[config.mk]
export PLATFORM = sky130hd
export DESIGN_NAME = div_issue_ctrl
export DESIGN_NICKNAME = d
export VERILOG_FILES = /design/src/rtl/div_issue_ctrl_pkg.sv /design/src/rtl/div_issue_ctrl.sv
export SDC_FILE = /design/constraint.sdc
export NUM_CORES = 1
export LEC_CHECK = 0
export BUFFER_PORTS_ARGS = -buffer_cell sky130_fd_sc_hd__buf_2
export CORE_MARGIN = 2
export CORE_UTILIZATION = 40
export CTS_CLUSTER_DIAMETER = 100
export DETAILED_ROUTE_END_ITERATION = 7
export GPL_TIMING_DRIVEN = 0
export PLACE_DENSITY_LB_ADDON = 0.25
export SLEW_MARGIN = 40
export SYNTH_ARGS = -nofsm -noshare
export SYNTH_HDL_FRONTEND = slang
export SYNTH_SLANG_ARGS = --single-unit
[constraint.sdc]
create_clock -name clk -period 2.1 [get_ports clk]
set_input_delay 0 -clock clk [delete_from_list [all_inputs] [get_ports clk]]
set_output_delay 0 -clock clk [all_outputs]
set_load 0.02 [all_outputs]
[src/rtl/div_issue_ctrl_pkg.sv]
// Shared encodings and widths for the DIV/DIVU issue sequencer.
package div_issue_ctrl_pkg;

  localparam int REG_W  = 32;
  localparam int DREG_W = 64;

  localparam logic DIV_START = 1'b1;
  localparam logic DIV_STOP  = 1'b0;

  localparam logic [REG_W-1:0] ZERO_WORD = '0;

  typedef enum logic [1:0] {
    DIV_CTL_IDLE  = 2'b00,
    DIV_CTL_BUSY  = 2'b01,
    DIV_CTL_DONE  = 2'b10,
    DIV_CTL_ABORT = 2'b11
  } div_state_e;

endpackage

[src/rtl/div_issue_ctrl.sv]
// EX-stage sequencer for DIV/DIVU: holds operands for the iterative divider,
// stalls the pipe while it runs, and turns its result into a one-cycle HI/LO write.
module div_issue_ctrl
  import div_issue_ctrl_pkg::*;
(
  input  logic              clk,
  input  logic              reset,
  input  logic              ex_div_op_i,
  input  logic              ex_signed_i,
  input  logic [REG_W-1:0]  ex_op1_i,
  input  logic [REG_W-1:0]  ex_op2_i,
  input  logic              flush_i,
  output logic              div_start_o,
  output logic              div_annul_o,
  output logic              div_signed_o,
  output logic [REG_W-1:0]  div_op1_o,
  output logic [REG_W-1:0]  div_op2_o,
  input  logic [DREG_W-1:0] div_result_i,
  input  logic              div_ready_i,
  output logic              stall_req_o,
  output logic              hilo_we_o,
  output logic [REG_W-1:0]  hi_o,
  output logic [REG_W-1:0]  lo_o
);

  div_state_e state;

  // Sequencer FSM; operand and result registers are owned here so they only
  // move on issue/completion and stay frozen while the divider re-reads them.
  always_ff @(posedge clk) begin
    if (reset) begin
      state        <= DIV_CTL_IDLE;
      div_start_o  <= DIV_STOP;
      div_signed_o <= 1'b0;
      div_op1_o    <= ZERO_WORD;
      div_op2_o    <= ZERO_WORD;
      hi_o         <= ZERO_WORD;
      lo_o         <= ZERO_WORD;
    end else begin
      case (state)
        DIV_CTL_IDLE: begin
          if (ex_div_op_i && !flush_i) begin
            div_op1_o    <= ex_op1_i;
            div_op2_o    <= ex_op2_i;
            div_signed_o <= ex_signed_i;
            div_start_o  <= DIV_START;
            state        <= DIV_CTL_BUSY;
          end
        end
        DIV_CTL_BUSY: begin
          // A flush wins over a simultaneous ready: the result is discarded.
          if (flush_i) begin
            div_start_o <= DIV_STOP;
            state       <= DIV_CTL_ABORT;
          end else if (div_ready_i) begin
            hi_o        <= div_result_i[DREG_W-1:REG_W];
            lo_o        <= div_result_i[REG_W-1:0];
            div_start_o <= DIV_STOP;
            state       <= DIV_CTL_DONE;
          end
        end
        // DONE ignores ex_div_op_i: the finished instruction is still in EX.
        DIV_CTL_DONE:  state <= DIV_CTL_IDLE;
        DIV_CTL_ABORT: state <= DIV_CTL_IDLE;
        default:       state <= DIV_CTL_IDLE;
      endcase
    end
  end

  // Stall covers the issue cycle (operands still being latched) and all of BUSY.
  assign stall_req_o = ((state == DIV_CTL_IDLE) && ex_div_op_i && !flush_i) ||
                       (state == DIV_CTL_BUSY);

  // Annul follows flush immediately and is held for the ABORT cycle.
  assign div_annul_o = flush_i || (state == DIV_CTL_ABORT);

  // HI/LO write in DONE unless a late flush kills the instruction.
  assign hilo_we_o   = (state == DIV_CTL_DONE) && !flush_i;

endmodule

* After elaboration in Yosys (flattened, before gate mapping) *
Cells that the tools add are included.
W data, S select, Z words.

storage, ports and cells
  register bits after elaboration = 132
  input port bits = 134
  output and inout bits = 133
  logic and storage cells = 35

operators by class
  equal/unequal tests = 5
  muxes and demuxes = 8
  bitwise gates (word level) = 1
  reduce and logical (&&, ||, !) cells = 14

operators by type and width
  operator              number
  $mux W2               3
  $pmux W2 S3           1
  $reduce_and A3 Y1     2
  $eq A2 B2 Y1 const B  2
  $logic_and A1 B1 Y1   4
  $reduce_and A2 Y1     2
  $mux W1               3
  $ne A3 B3 Y1 const B  1
  $eq A2 B1 Y1 const B  1
  $logic_not A2 Y1      1
  $logic_or A1 B1 Y1    2
  $ne A2 B2 Y1 const B  1
  $pmux W1 S2           1
  $reduce_bool A2 Y1    1
  $reduce_or A2 Y1      1
  $logic_not A1 Y1      1
  $not A1 Y1            1

* Logic depth before layout (Yosys ltp) *
  depth in word-level cells = 4
  depth in mapped cells = 7
  depth with buffers taken out = 3

* Worst setup path after synthesis *
No wires, ideal clock.

  path kind = register to register
  start point = reg state[0]
  end point = reg div_op1_o[30]
  library setup time = 0.132 ns
  arrival time = 1.405 ns
  data required time = 1.968 ns
  setup slack = 0.562 ns
  cell stages (with the launch flop) = 8
  path through = dfxtp_1 -> buf_4 -> or4b_1 -> buf_2 -> buf_6 -> buf_6 -> nand2_1 -> a21oi_1

between the ends
  cells in the longest elaborated chain, start to end = 2

RTL lines
  what                                RTL line              text
  start, declared                     div_issue_ctrl.sv:26  div_state_e state;
  start signal, assigned              div_issue_ctrl.sv:32  state <= DIV_CTL_IDLE;
  start signal, assigned              div_issue_ctrl.sv:47  state <= DIV_CTL_BUSY;
  start signal, assigned              div_issue_ctrl.sv:54  state <= DIV_CTL_ABORT;
  $logic_not A2 Y1                    div_issue_ctrl.sv:40  case (state)
  $reduce_and A2 Y1 (no source line)  --
  end signal, assigned                div_issue_ctrl.sv:43  div_op1_o <= ex_op1_i;
  end, declared                       div_issue_ctrl.sv:16  output logic [REG_W-1:0] div_op1_o,

No other way between the ends.
A chain may end at the register's enable or synchronous reset.

* Worst setup path in the final report *
  start point = reg state[0]
  end point = out stall_req_o

between the ends
  cells in the longest elaborated chain, start to end = 4
  elaborated cells between the ends (all ways) = 5
  those cells by class = eq/ne: 1; reduce/logical: 4

RTL lines
  what                              RTL line              text
  $logic_not A2 Y1                  div_issue_ctrl.sv:71  assign stall_req_o = ((state == DIV_CTL_IDLE) && ex_div_op_i && !flush_i) ||
  $logic_and A1 B1 Y1 (2 in a row)  div_issue_ctrl.sv:71
  $logic_or A1 B1 Y1 (*)            div_issue_ctrl.sv:71
  end, declared                     div_issue_ctrl.sv:20  output logic stall_req_o,

Every way passes the cells marked *; elsewhere a longest branch is shown, timed or not.

==> reports/metrics.yaml <==
drt_iter0_markers: 321
synth_edf_count: 0
clk_latency_ps: 410
cts.clk_slew.worst_paths_ps: 50
rr_worst_depth: 6
sw_frac_of_total_pct: 22.91
postCtsSetupBuffers: 0
start_util_pct: 40.55
p_comb_share_pct: 12.6
grt_setup_unrepaired: "false"
ys.flop_type: "dfxtp_1"
crit_arrival_ps: 1810
vias: 5421
reg2reg_slack_ps: 300
synth_fp_nets: 715
p_clk_share_pct: 45.9
grt_pass1_vias: 5209
nNetsFinal: 1128
holdPathEnd: "state[0]"
synth-seq-area-share_pct: 57.56
peakVddDrop_v: 0.0005303
worst_setup_path_start_kind: "register"
core_area_um2: 11320
io_pins: 267
finalHoldViolations: 0
synthTopCellsByCount: "nand2_1 (259), dfxtp_1 (132), a21oi_1 (131)"
synth.avg_cell_area_um2: 7.901
grt_pass1_wl_mm: 25.32
slew_violations: 0
p_sw_mw: 1.452
antenna_cells: 0
grt_remaining_overflow: 0
grt.total_usage_pct: 25.75
dp_hpwl_mm: 9.751
netlist_instances: 581
finalPower_mw: 6.339
worst_pin_slew_ps: 694.1
yosysUniqueCellTypes: 18
setup_tns_ps: 0
clkSinkCount: 132
area_delta_synth_final_pct: 73.92
cellLeakagePower_nw: 3.658
postRouteAntennaNets: 0
setup_violations: 0
synth_top_area_share_pct: 57.56
cp_max_fo: 13
clock_path_buffers: 2
outcome: "finished clean"
clock_skew_ps: 5.659
yosys_warnings: 0
ctsRootBufferMaster: "clkbuf_16"
yosys.area.top_type: "dfxtp_1"
placement.io_buffers: 264
timing.rr.start: "state[0]"
holdCritStartpoint: "flush_i"
fin_crit_sh_pct: 86.28
fin_util_pct: 70.52
drc_errors: 0
max_freq_mhz: 551.9
yosysMostFrequentCell: "nand2_1"
wl_mm: 16.13
antenna_found_initial: 0
syn_area_um2: 4591
synth_top_cells_by_area: "dfxtp_1 (58%), nand2_1 (21%), a21oi_1 (14%)"
cp-end-kind: "primary output"
min_period_ps: 1812
worstSetupPathType: "reg -> out"
ys_ff_latch: 132
via_per_inst: 4.714
worstPathRequired_ps: 2100
fp-row-count: 39
rr_endpoint: "div_signed_o"
routedWlPerCell_um: 14.02
slew_headroom_pct: 53.73
max-cap-violations: 0
htreeDepth: 4
die_area_um2: 12350
min_path_type: "in -> reg"
p_seq_share_pct: 41.5
hold_depth: 4
first_pass_iters: 4
die_x_um: 111.1
cts_tree: "yes"
async_reset_ff_share_pct: 0
grt_max_degree: 17
powerDensity_nw_per_um2: 793.9
layout-drive-gt1-share_pct: 30.78
die_y_um: 111.1
place.gp.congestion: 0.7766
p_int_mw: 4.887
cts_buffers: 17
-- timing repair --
item / in CTS / in global routing
resized for setup: 0 / 0
hold endpoints to repair: 132 / 0
hold buffers: 131 / 0
setup endpoints to repair: 0 / 1
-- flip-flops by register name, summed over array words and instances, names as in the netlist --
signal        count
lo_o             32
div_op1_o        32
div_signed_o      1
hi_o             32
state             2
div_op2_o        32
div_start_o       1
-- per-stage QoR --
step	setup slack [ps]	hold WS, ps	area (um2)	instances
2_1_floorplan	562.4	136.0	4591	581
3_3_place_gp	386.2	241.9	6091	988
3_5_place_dp	408.9	247.0	6091	988
4_1_cts	33.53	20.98	7988	1151
5_1_grt	154.0	85.56	7984	1150
6_report	288.1	37.51	7984	1150
-- layout by cell type (no fill, tap or decap) --
cell type        n
o21ai_0          1
nand2b_1         2
a21o_1           1
clkbuf_1        28
nand4bb_1        1
buf_6            4
nor4b_1          1
buf_2          280
clkinv_2         1
or4b_1           1
a21oi_1        131
bufinv_16        2
clkbuf_16       17
dlygate4sd3_1  131
dfxtp_1        132
nand2_1        259
clkbuf_8         5
nor3b_1          2
nor3_1           2
buf_1            3
buf_4            1
nor4bb_1         1
nor2_1           1
-- worst max-delay path, stage by stage, from the launching register on --
cell and delay, ps:
dfxtp_1 290, buf_4 150, or4b_1 490, buf_2 220
nand2_1 90, buf_2 160
-- kinds of logic (layout without fill, tap and decap cells) --
logic type | count (synthesis) | after routing | synth area share [%]
buffers and inverters | 46 | 472 | 4.933
AOI/OAI and AO/OA | 133 | 133 | 14.55
DFF | 132 | 132 | 57.56
and+or+nand+nor | 270 | 270 | 22.95
-- power groups by stage --
stage	logic, mW	registers, mW	clock network, mW
6_report	0.796	2.63	2.91
5_1_grt	0.857	2.64	3.09
4_1_cts	0.779	2.63	2.96
3_5_place_dp	0.588	2.68	0
3_3_place_gp	0.587	2.68	0
2_1_floorplan	0.213	2.79	0
-- how the worst max path moves through the flow --
stage          startpoint       endpoint  cells past startpoint
3_5_place_dp     state[0]  div_op1_o[29]                      6
6_report         state[0]    stall_req_o                      5
3_3_place_gp     state[0]   div_op2_o[2]                      6
4_1_cts          state[0]    stall_req_o                      6
2_1_floorplan    state[0]  div_op1_o[30]                      7
5_1_grt          state[0]   div_op2_o[3]                      6
-- routing by layer --
metal / global-route usage (%) / vias to the layer above / share of wire (%) / routed length (um)
met3: 7.873 / 49 / 6.8 / 1097
met2: 45.28 / 231 / 51 / 8261
met5: 0 / - / 0 / 0
li1: - / 2692 / - / -
met1: 28.13 / 2449 / 39 / 6235
met4: 12.76 / 0 / 3.3 / 530
-- area by class of cell --
cell class,instances,area (um2)
Buffer,45,222.7
Clock buffer,29,520.5
Clock inverter,3,65.06
Fill cell,882,3337
Multi-Input combinational cell,403,1722
Sequential cell,132,2643
Tap cell,143,178.9
Timing Repair Buffer,395,2633
Note: power is estimated with default switching activity, not from simulation.
